[src/rtl/serial_arith_pkg.sv]
// Shared types and constants for the fixed-point serial arithmetic blocks (multiplier, divider).
package serial_arith_pkg;

    typedef enum logic [1:0] {
        ST_LOAD = 2'd0,
        ST_COMP = 2'd1,
        ST_DONE = 2'd2,
        ST_ILL  = 2'd3
    } state_t;

    localparam int DEFAULT_WIDTH = 64;

    // Bits needed for an iteration counter running 0..w-1.
    function automatic int cnt_w(input int w);
        return ($clog2(w) < 1) ? 1 : $clog2(w);
    endfunction

endpackage

[src/rtl/serial_mult_dp.sv]
// Shift-and-add datapath: operand registers plus a 2w accumulator that retires one multiplier bit per step.
// load strobes capture operands, clr zeroes acc, step performs one add-and-shift; acc_step is the next acc value.
module serial_mult_dp #(
    parameter int width = 64
) (
    input  logic                 clk,
    input  logic                 rst,
    input  logic [width-1:0]     x,
    input  logic [width-1:0]     y,
    input  logic                 ld_x,
    input  logic                 ld_y,
    input  logic                 clr,
    input  logic                 step,
    output logic [2*width-1:0]   acc_step
);

    logic [width-1:0]   mcand_q, mcand_d;
    logic [width-1:0]   mplier_q, mplier_d;
    logic [2*width-1:0] acc_q, acc_d;
    logic [width:0]     sum;

    always_comb begin
        // w+1-bit sum keeps the carry, which lands in the top bit of acc after the shift.
        sum      = {1'b0, acc_q[2*width-1:width]} + {1'b0, (mplier_q[0] ? mcand_q : {width{1'b0}})};
        acc_step = {sum, acc_q[width-1:1]};

        mcand_d  = mcand_q;
        mplier_d = mplier_q;
        acc_d    = acc_q;
        if (ld_x) begin
            mcand_d = x;
        end
        if (ld_y) begin
            mplier_d = y;
        end
        if (clr) begin
            acc_d = '0;
        end
        if (step) begin
            acc_d    = acc_step;
            mplier_d = mplier_q >> 1;
        end
    end

    always_ff @(posedge clk) begin
        if (rst) begin
            mcand_q  <= '0;
            mplier_q <= '0;
            acc_q    <= '0;
        end else begin
            mcand_q  <= mcand_d;
            mplier_q <= mplier_d;
            acc_q    <= acc_d;
        end
    end

endmodule

[src/rtl/serial_mult.sv]
// Bit-serial unsigned multiplier: x and y on independent valid/ready inputs, 2w product on a valid/ready output.
// Result valid width+1 cycles after the last operand is captured; holds in DONE while d_out_rdy is low.
module serial_mult
    import serial_arith_pkg::*;
#(
    parameter int width = DEFAULT_WIDTH
) (
    input  logic                 clk,
    input  logic                 asyn_reset,
    input  logic [width-1:0]     x,
    input  logic                 data_x_vld,
    output logic                 data_x_rdy,
    input  logic [width-1:0]     y,
    input  logic                 data_y_vld,
    output logic                 data_y_rdy,
    output logic [2*width-1:0]   product,
    output logic                 d_out_vld,
    input  logic                 d_out_rdy
);

    localparam int            CW       = cnt_w(width);
    localparam logic [CW-1:0] CNT_LAST = CW'(width - 1);

    state_t             state_q, state_d;
    logic               have_x_q, have_x_d;
    logic               have_y_q, have_y_d;
    logic [CW-1:0]      cnt_q, cnt_d;
    logic [2*width-1:0] product_q, product_d;

    logic               x_fire, y_fire;
    logic               nx, ny;
    logic               clr, step;
    logic [2*width-1:0] acc_step;

    // Handshake outputs decode from state/flags only; reset forces them low.
    assign data_x_rdy = !asyn_reset && (state_q == ST_LOAD) && !have_x_q;
    assign data_y_rdy = !asyn_reset && (state_q == ST_LOAD) && !have_y_q;
    assign d_out_vld  = !asyn_reset && (state_q == ST_DONE);
    assign product    = product_q;

    always_comb begin
        x_fire    = data_x_vld && data_x_rdy;
        y_fire    = data_y_vld && data_y_rdy;
        nx        = have_x_q || x_fire;
        ny        = have_y_q || y_fire;
        state_d   = state_q;
        have_x_d  = have_x_q;
        have_y_d  = have_y_q;
        cnt_d     = cnt_q;
        product_d = product_q;
        clr       = 1'b0;
        step      = 1'b0;

        case (state_q)
            ST_LOAD: begin
                if (nx && ny) begin
                    state_d  = ST_COMP;
                    have_x_d = 1'b0;
                    have_y_d = 1'b0;
                    cnt_d    = '0;
                    clr      = 1'b1;
                end else begin
                    have_x_d = nx;
                    have_y_d = ny;
                end
            end
            ST_COMP: begin
                step  = 1'b1;
                cnt_d = cnt_q + CW'(1);
                if (cnt_q == CNT_LAST) begin
                    product_d = acc_step;
                    state_d   = ST_DONE;
                end
            end
            ST_DONE: begin
                if (d_out_rdy) begin
                    state_d = ST_LOAD;
                end
            end
            default: begin
                state_d = ST_LOAD;
            end
        endcase
    end

    always_ff @(posedge clk) begin
        if (asyn_reset) begin
            state_q   <= ST_LOAD;
            have_x_q  <= 1'b0;
            have_y_q  <= 1'b0;
            cnt_q     <= '0;
            product_q <= '0;
        end else begin
            state_q   <= state_d;
            have_x_q  <= have_x_d;
            have_y_q  <= have_y_d;
            cnt_q     <= cnt_d;
            product_q <= product_d;
        end
    end

    serial_mult_dp #(
        .width (width)
    ) u_dp (
        .clk      (clk),
        .rst      (asyn_reset),
        .x        (x),
        .y        (y),
        .ld_x     (x_fire),
        .ld_y     (y_fire),
        .clr      (clr),
        .step     (step),
        .acc_step (acc_step)
    );

endmodule

[config.mk]
export PLATFORM = sky130hd
export DESIGN_NAME = serial_mult
export DESIGN_NICKNAME = d
export VERILOG_FILES = /design/src/rtl/serial_arith_pkg.sv /design/src/rtl/serial_mult_dp.sv /design/src/rtl/serial_mult.sv
export SDC_FILE = /design/constraint.sdc
export NUM_CORES = 1
export LEC_CHECK = 0
export ABC_CLOCK_PERIOD_IN_PS = 4200
export BUFFER_PORTS_ARGS = -buffer_cell sky130_fd_sc_hd__buf_2
export CAP_MARGIN = 0
export CORE_MARGIN = 3
export CORE_UTILIZATION = 25
export CTS_BUF_LIST = sky130_fd_sc_hd__clkbuf_16
export CTS_CLUSTER_DIAMETER = 100
export DETAILED_ROUTE_END_ITERATION = 12
export SLEW_MARGIN = 5
export SYNTH_ARGS = -nofsm -noshare
export SYNTH_HDL_FRONTEND = slang
export SYNTH_HIERARCHICAL = 1
export SYNTH_SLANG_ARGS = --single-unit
[constraint.sdc]
create_clock -name clk -period 4.2 [get_ports clk]
set_clock_uncertainty 0.2 [all_clocks]
set_input_delay 0.63 -clock clk [delete_from_list [all_inputs] [get_ports clk]]
set_output_delay 0.63 -clock clk [all_outputs]
set_load 0.01 [all_outputs]
After elaboration in Yosys (flattened, before gate mapping) --
Index checks and enable logic that the tools add are counted.
Word-level totals: output and inout port bits 131, bits of input ports 133, flip-flop bits (word level) 394
Cells by class: reduce and logical (&&, ||, !) cells 20, mux-type cells 16, add/sub/neg operators 2, equality and inequality tests 6
Operators by type and width (count):
- 128-bit two-way mux | 2
- 63-bit two-way mux | 2
- 64-bit by 64-bit adder with 65-bit output | 1
- 64-bit two-way mux | 1
- 6-bit one-hot mux with 2 select lines | 1
- 1-bit logical AND | 7
- 6-bit by 1-bit adder with 6-bit output (second input constant) | 1
- 6-bit == test (second input constant) | 1
- 2-bit two-way mux | 3
- 6-bit two-way mux | 1
- 2-bit one-hot mux with 3 select lines | 1
- 2-bit nonzero test | 3
- 1-bit two-way mux | 5
- 2-bit inequality test (second input constant) | 2
- 2-bit AND reduction | 2
- 1-bit logical NOT | 3
- 3-bit AND reduction | 1
- 2-bit by 1-bit == test with 1-bit output (second input constant) | 1
- 2-bit == test (second input constant) | 1
- 2-bit logical NOT | 1
- 1-bit logical OR | 2
- 2-bit by 1-bit inequality test with 1-bit output (second input constant) | 1
- 2-bit OR reduction | 1

Logic depth before layout (Yosys ltp) --
depth in word-level cells 10, mapped depth 17

Hierarchy --
The synthesis kept the hierarchy.
Modules (own cells, without submodules):
- serial_mult_dp | area an instance 14171.1 um^2, cells an instance 1730, times used 1
- serial_mult | area an instance 5134.9 um^2, cells an instance 629, times used 1

Least setup slack after synthesis --
OpenSTA, ideal clock, no wires.
path type flip-flop to flip-flop, from reg u_dp.mplier_q[0], to reg u_dp.acc_q[123], period minus slack after synthesis 3866 ps, arrival 3549 ps, setup slack 334 ps, path buffers 2, data required time 3883 ps, stages on the path, launching flop included 17, path through dfxtp_1 clkbuf_1 clkbuf_1 and2_1 ha_1 inv_1 fa_1 nor2b_1 o2111ai_1 a211o_1 a21oi_2 a211oi_1 or4_1 o21bai_2 a21boi_1 xnor2_1 a22o_1
Between the ends: word-level cells in the longest chain between the ends 3
Ends and longest elaborated chain:
- from (decl) | line serial_mult_dp.sv:18 | logic [width-1:0] mplier_q, mplier_d;
- from (signal assigned) | line serial_mult_dp.sv:52 | mplier_q <= mplier_d;
- 64-bit two-way mux | line serial_mult_dp.sv:24 | sum = {1'b0, acc_q[2*width-1:width]} + {1'b0, (mplier_q[0] ? mcand_q : {width{1'b0}})};
- 64-bit by 64-bit adder with 65-bit output | line serial_mult_dp.sv:24
- named net acc_step[123] | line serial_mult.sv:33 | logic [2*width-1:0] acc_step;
- 128-bit two-way mux | line serial_mult_dp.sv:39 | if (step) begin
- to (signal assigned) | line serial_mult_dp.sv:49 | acc_q <= '0;
- to (signal assigned) | line serial_mult_dp.sv:53 | acc_q <= acc_d;
- to (decl) | line serial_mult_dp.sv:19 | logic [2*width-1:0] acc_q, acc_d;
The timed path passes the listed nets, and every way through them passes these cells. A chain may end at the register's enable or synchronous reset.

Final worst setup path --
Same ends and word-level chain as after synthesis.

==> impl_metrics.ini <==
[clocking]
insertion_delay_ns = 0.60
cts.repair.resized = 0
clkTransAtPathRegs_ns = 0.06
cts_tree = done
cts_buffer_depth = 3
clock-sinks = 393
post_cts_buffers = 0
root_buffer = clkbuf_16
holdBufCountCts = 0
cts-buffers-inserted = 46
cts_max_level = 2

[grt]
grt_max_degree = 190
top_usage_layer = met2
grt_usage_pct = 13.0
gr-usage-met1_pct = 17.4
antenna_found_initial = 17
grt_pass1_wl_um = 85800
overflow = 0
use_met3_pct = 3.71
groute.layer.met2.usage_pct = 20.4
grt_pass1_vias = 15300

[setup_path]
cp-start-kind = flip-flop
crit_path_end_kind = flip-flop
worstPathMaxFanout = 14
critPathArrivalTime_ns = 4.12
worstPathRequired_ns = 4.46
crit_type = reg2reg

[layout]
nNetsFinal = 2671
drive_gt1_share_pct = 16.5
fillers = 8192
register_area_um2 = 7870
multiInputGateArea_um2 = 10200
area_delta_synth_final_pct = 16.7

[pwr]
ir_drop_v = 0.000327
p_total_w = 0.00842
power_frac_seq_pct = 45.8
p_switching_w = 0.00207
comb_power_share_pct = 6.4
intPower_w = 0.00635
p_leak_nw = 9.02
power_per_cell_area_nw_per_um2 = 374
switching_share_pct = 24.6
p_clk_share_pct = 47.8

[route]
drtAntennaViolNets = 0
drtIter0Drc = 872
wl_um = 54000
num_vias = 16100
first_pass_iters = 5
vias_per_cell = 4.55
drc = 0
post_drt_wl_per_cell_um = 15.2

[sta]
slew_headroom_pct = 35.8
hold_violations = 0
fmax_ghz = 0.259
rsz0062_at_grt = false
setup_tns_ns = 0
tightest_slew_ns = 0.963
period_share_pct = 92.1
setup_violations = 0
fin_crit_ns = 3.87
drv_slew = 0

[logic_synthesis]
synthXorXnorAreaFrac_pct = 2.81
synth_mux_area_share_pct = 6.69
synthTopCellsByArea = dfxtp_1, a21oi_1, mux2i_1
async_flop_share_pct = 0
yosysUniqueCellTypes = 66
post-synth-top-area-cell = dfxtp_1
synth-seq-cells = 393
ys_warn_count = 6
netlist_area_um2 = 19300
synth.most_common_cell = dfxtp_1
synth_edf_count = 0
synth-main-ff-cell = dfxtp_1
ys_seq_area_share_pct = 40.8
synth_top_area_share_pct = 40.8
syn-mean-instance-area_um2 = 8.18
yosys.area_share.simple_pct = 21.3
synth_top_family_by_area = simple AND/OR/NAND/NOR gates
synth_common_cells = dfxtp_1, a21oi_1, nor2_1
synth_compound_area_share_pct = 17.4
synth_nets = 2558
synthAdderAreaFrac_pct = 4.32
syn-instance-count = 2359

[job]
cap_violations = 0

[floorplanning]
core_um2 = 76200
placementRows = 101
io_pins = 264
die_area_um2 = 80600
start_util_pct = 25.3
die-height_um = 284
die_w_um = 284

[placed_design]
globalplace.congestion = 0.882
portBuffers = 263
hpwl_um = 38700

[min_path]
min_path_type = in2reg

[run_status]
run_status = finished clean
worst paths after layout:
check | slack [ns] | startpoint | cells after the start | to
setup / recovery | 0.33 | u_dp/mplier_q[0] | 14 | u_dp/acc_q[123]
hold / removal | 0.06 | x[9] | 3 | u_dp/mcand_q[9]
setup reg to reg | 0.33 | u_dp/mplier_q[0] | 14 | u_dp/acc_q[123]
hold reg to reg | 0.25 | product[110] | 2 | product[110]
kinds of logic after synthesis:
logic type | count (synthesis)
mux | 129
fa+ha+maj | 66
compound gates | 570
flops | 393
xor+xnor | 62
buf+inv | 248
simple gates | 891
critical path: stages, from the launching register on:
cell	delay, ns
dfxtp_4	0.41
and2_1	0.14
ha_1	0.19
inv_1	0.07
fa_1	0.40
nor2b_1	0.16
o2111ai_1	0.20
a211o_1	0.34
a21oi_2	0.23
a211oi_1	0.17
or4_1	0.55
o21bai_2	0.21
a21boi_1	0.11
xnor2_1	0.15
a22o_1	0.22
final cells by class:
cell class | count | area share, %
Multi-Input combinational cell | 1718 | 45.1
Sequential cell | 393 | 34.9
Timing Repair Buffer | 287 | 6.96
Tap cell | 1030 | 5.72
Clock buffer | 47 | 5.22
Clock inverter | 38 | 1.52
Inverter | 26 | 0.466
Antenna cell | 9 | 0.0999
per-stage QoR:
step / area [um2] / setup slack (ns) / std cells / hold WS [ns] / utilization (%)
3_3_place_gp: 21000 / 0.344 / 3454 / 0.239 / 27.5
5_1_grt: 22500 / 0.0316 / 3541 / 0.0541 / 29.6
3_5_place_dp: 21000 / 0.277 / 3454 / 0.243 / 27.5
4_1_cts: 22500 / 0.256 / 3539 / 0.0164 / 29.5
6_report: 22500 / 0.333 / 3548 / 0.0637 / 29.6
2_1_floorplan: 19300 / 0.334 / 2359 / 0.231 / -
flip-flops by register name, summed over array words and instances (netlist names):
signal,count
product,128
u_dp/acc_q,127
u_dp/mcand_q,64
u_dp/mplier_q,64
cnt_q,6
state_q,2
have_x_q,1
have_y_q,1
power by group through the flow:
stage               registers, W  logic [W]  clock network (W)
floorplan                0.00391   0.000386                  0
global placement         0.00394   0.000541                  0
detailed placement       0.00394   0.000544                  0
CTS                      0.00385   0.000546            0.00418
global route             0.00386   0.000606            0.00432
finish                   0.00385   0.000541            0.00402
cells in the final DEF, fill, tap and decap left out, types with 7 or more instances in the layout:
cell type	Yosys	layout
a211oi_1	7	7
a21o_1	21	21
a21oi_1	361	361
a21oi_2	21	21
a22o_1	37	37
and2_1	67	65
buf_2	18	262
buf_4	65	19
clkbuf_16	0	47
clkinv_1	0	9
dfxtp_1	393	392
diode_2	0	9
ha_1	65	65
inv_1	25	35
mux2i_1	129	129
nand2_1	299	299
nand2_2	20	20
nand3_1	10	10
nand4_1	19	19
nor2_1	332	332
nor3_1	19	18
nor3b_1	89	89
o21a_1	11	11
o21ai_0	41	41
o21ai_1	13	12
o21bai_1	17	17
xnor2_1	42	42
xor2_1	20	20
routing by layer:
layer	vias up	wire length, um
met3	90	3860
met5	-	79
met4	14	1250
met2	329	23700
met1	7458	25100
li1	8243	-
Power figures use the tool's default switching activity.
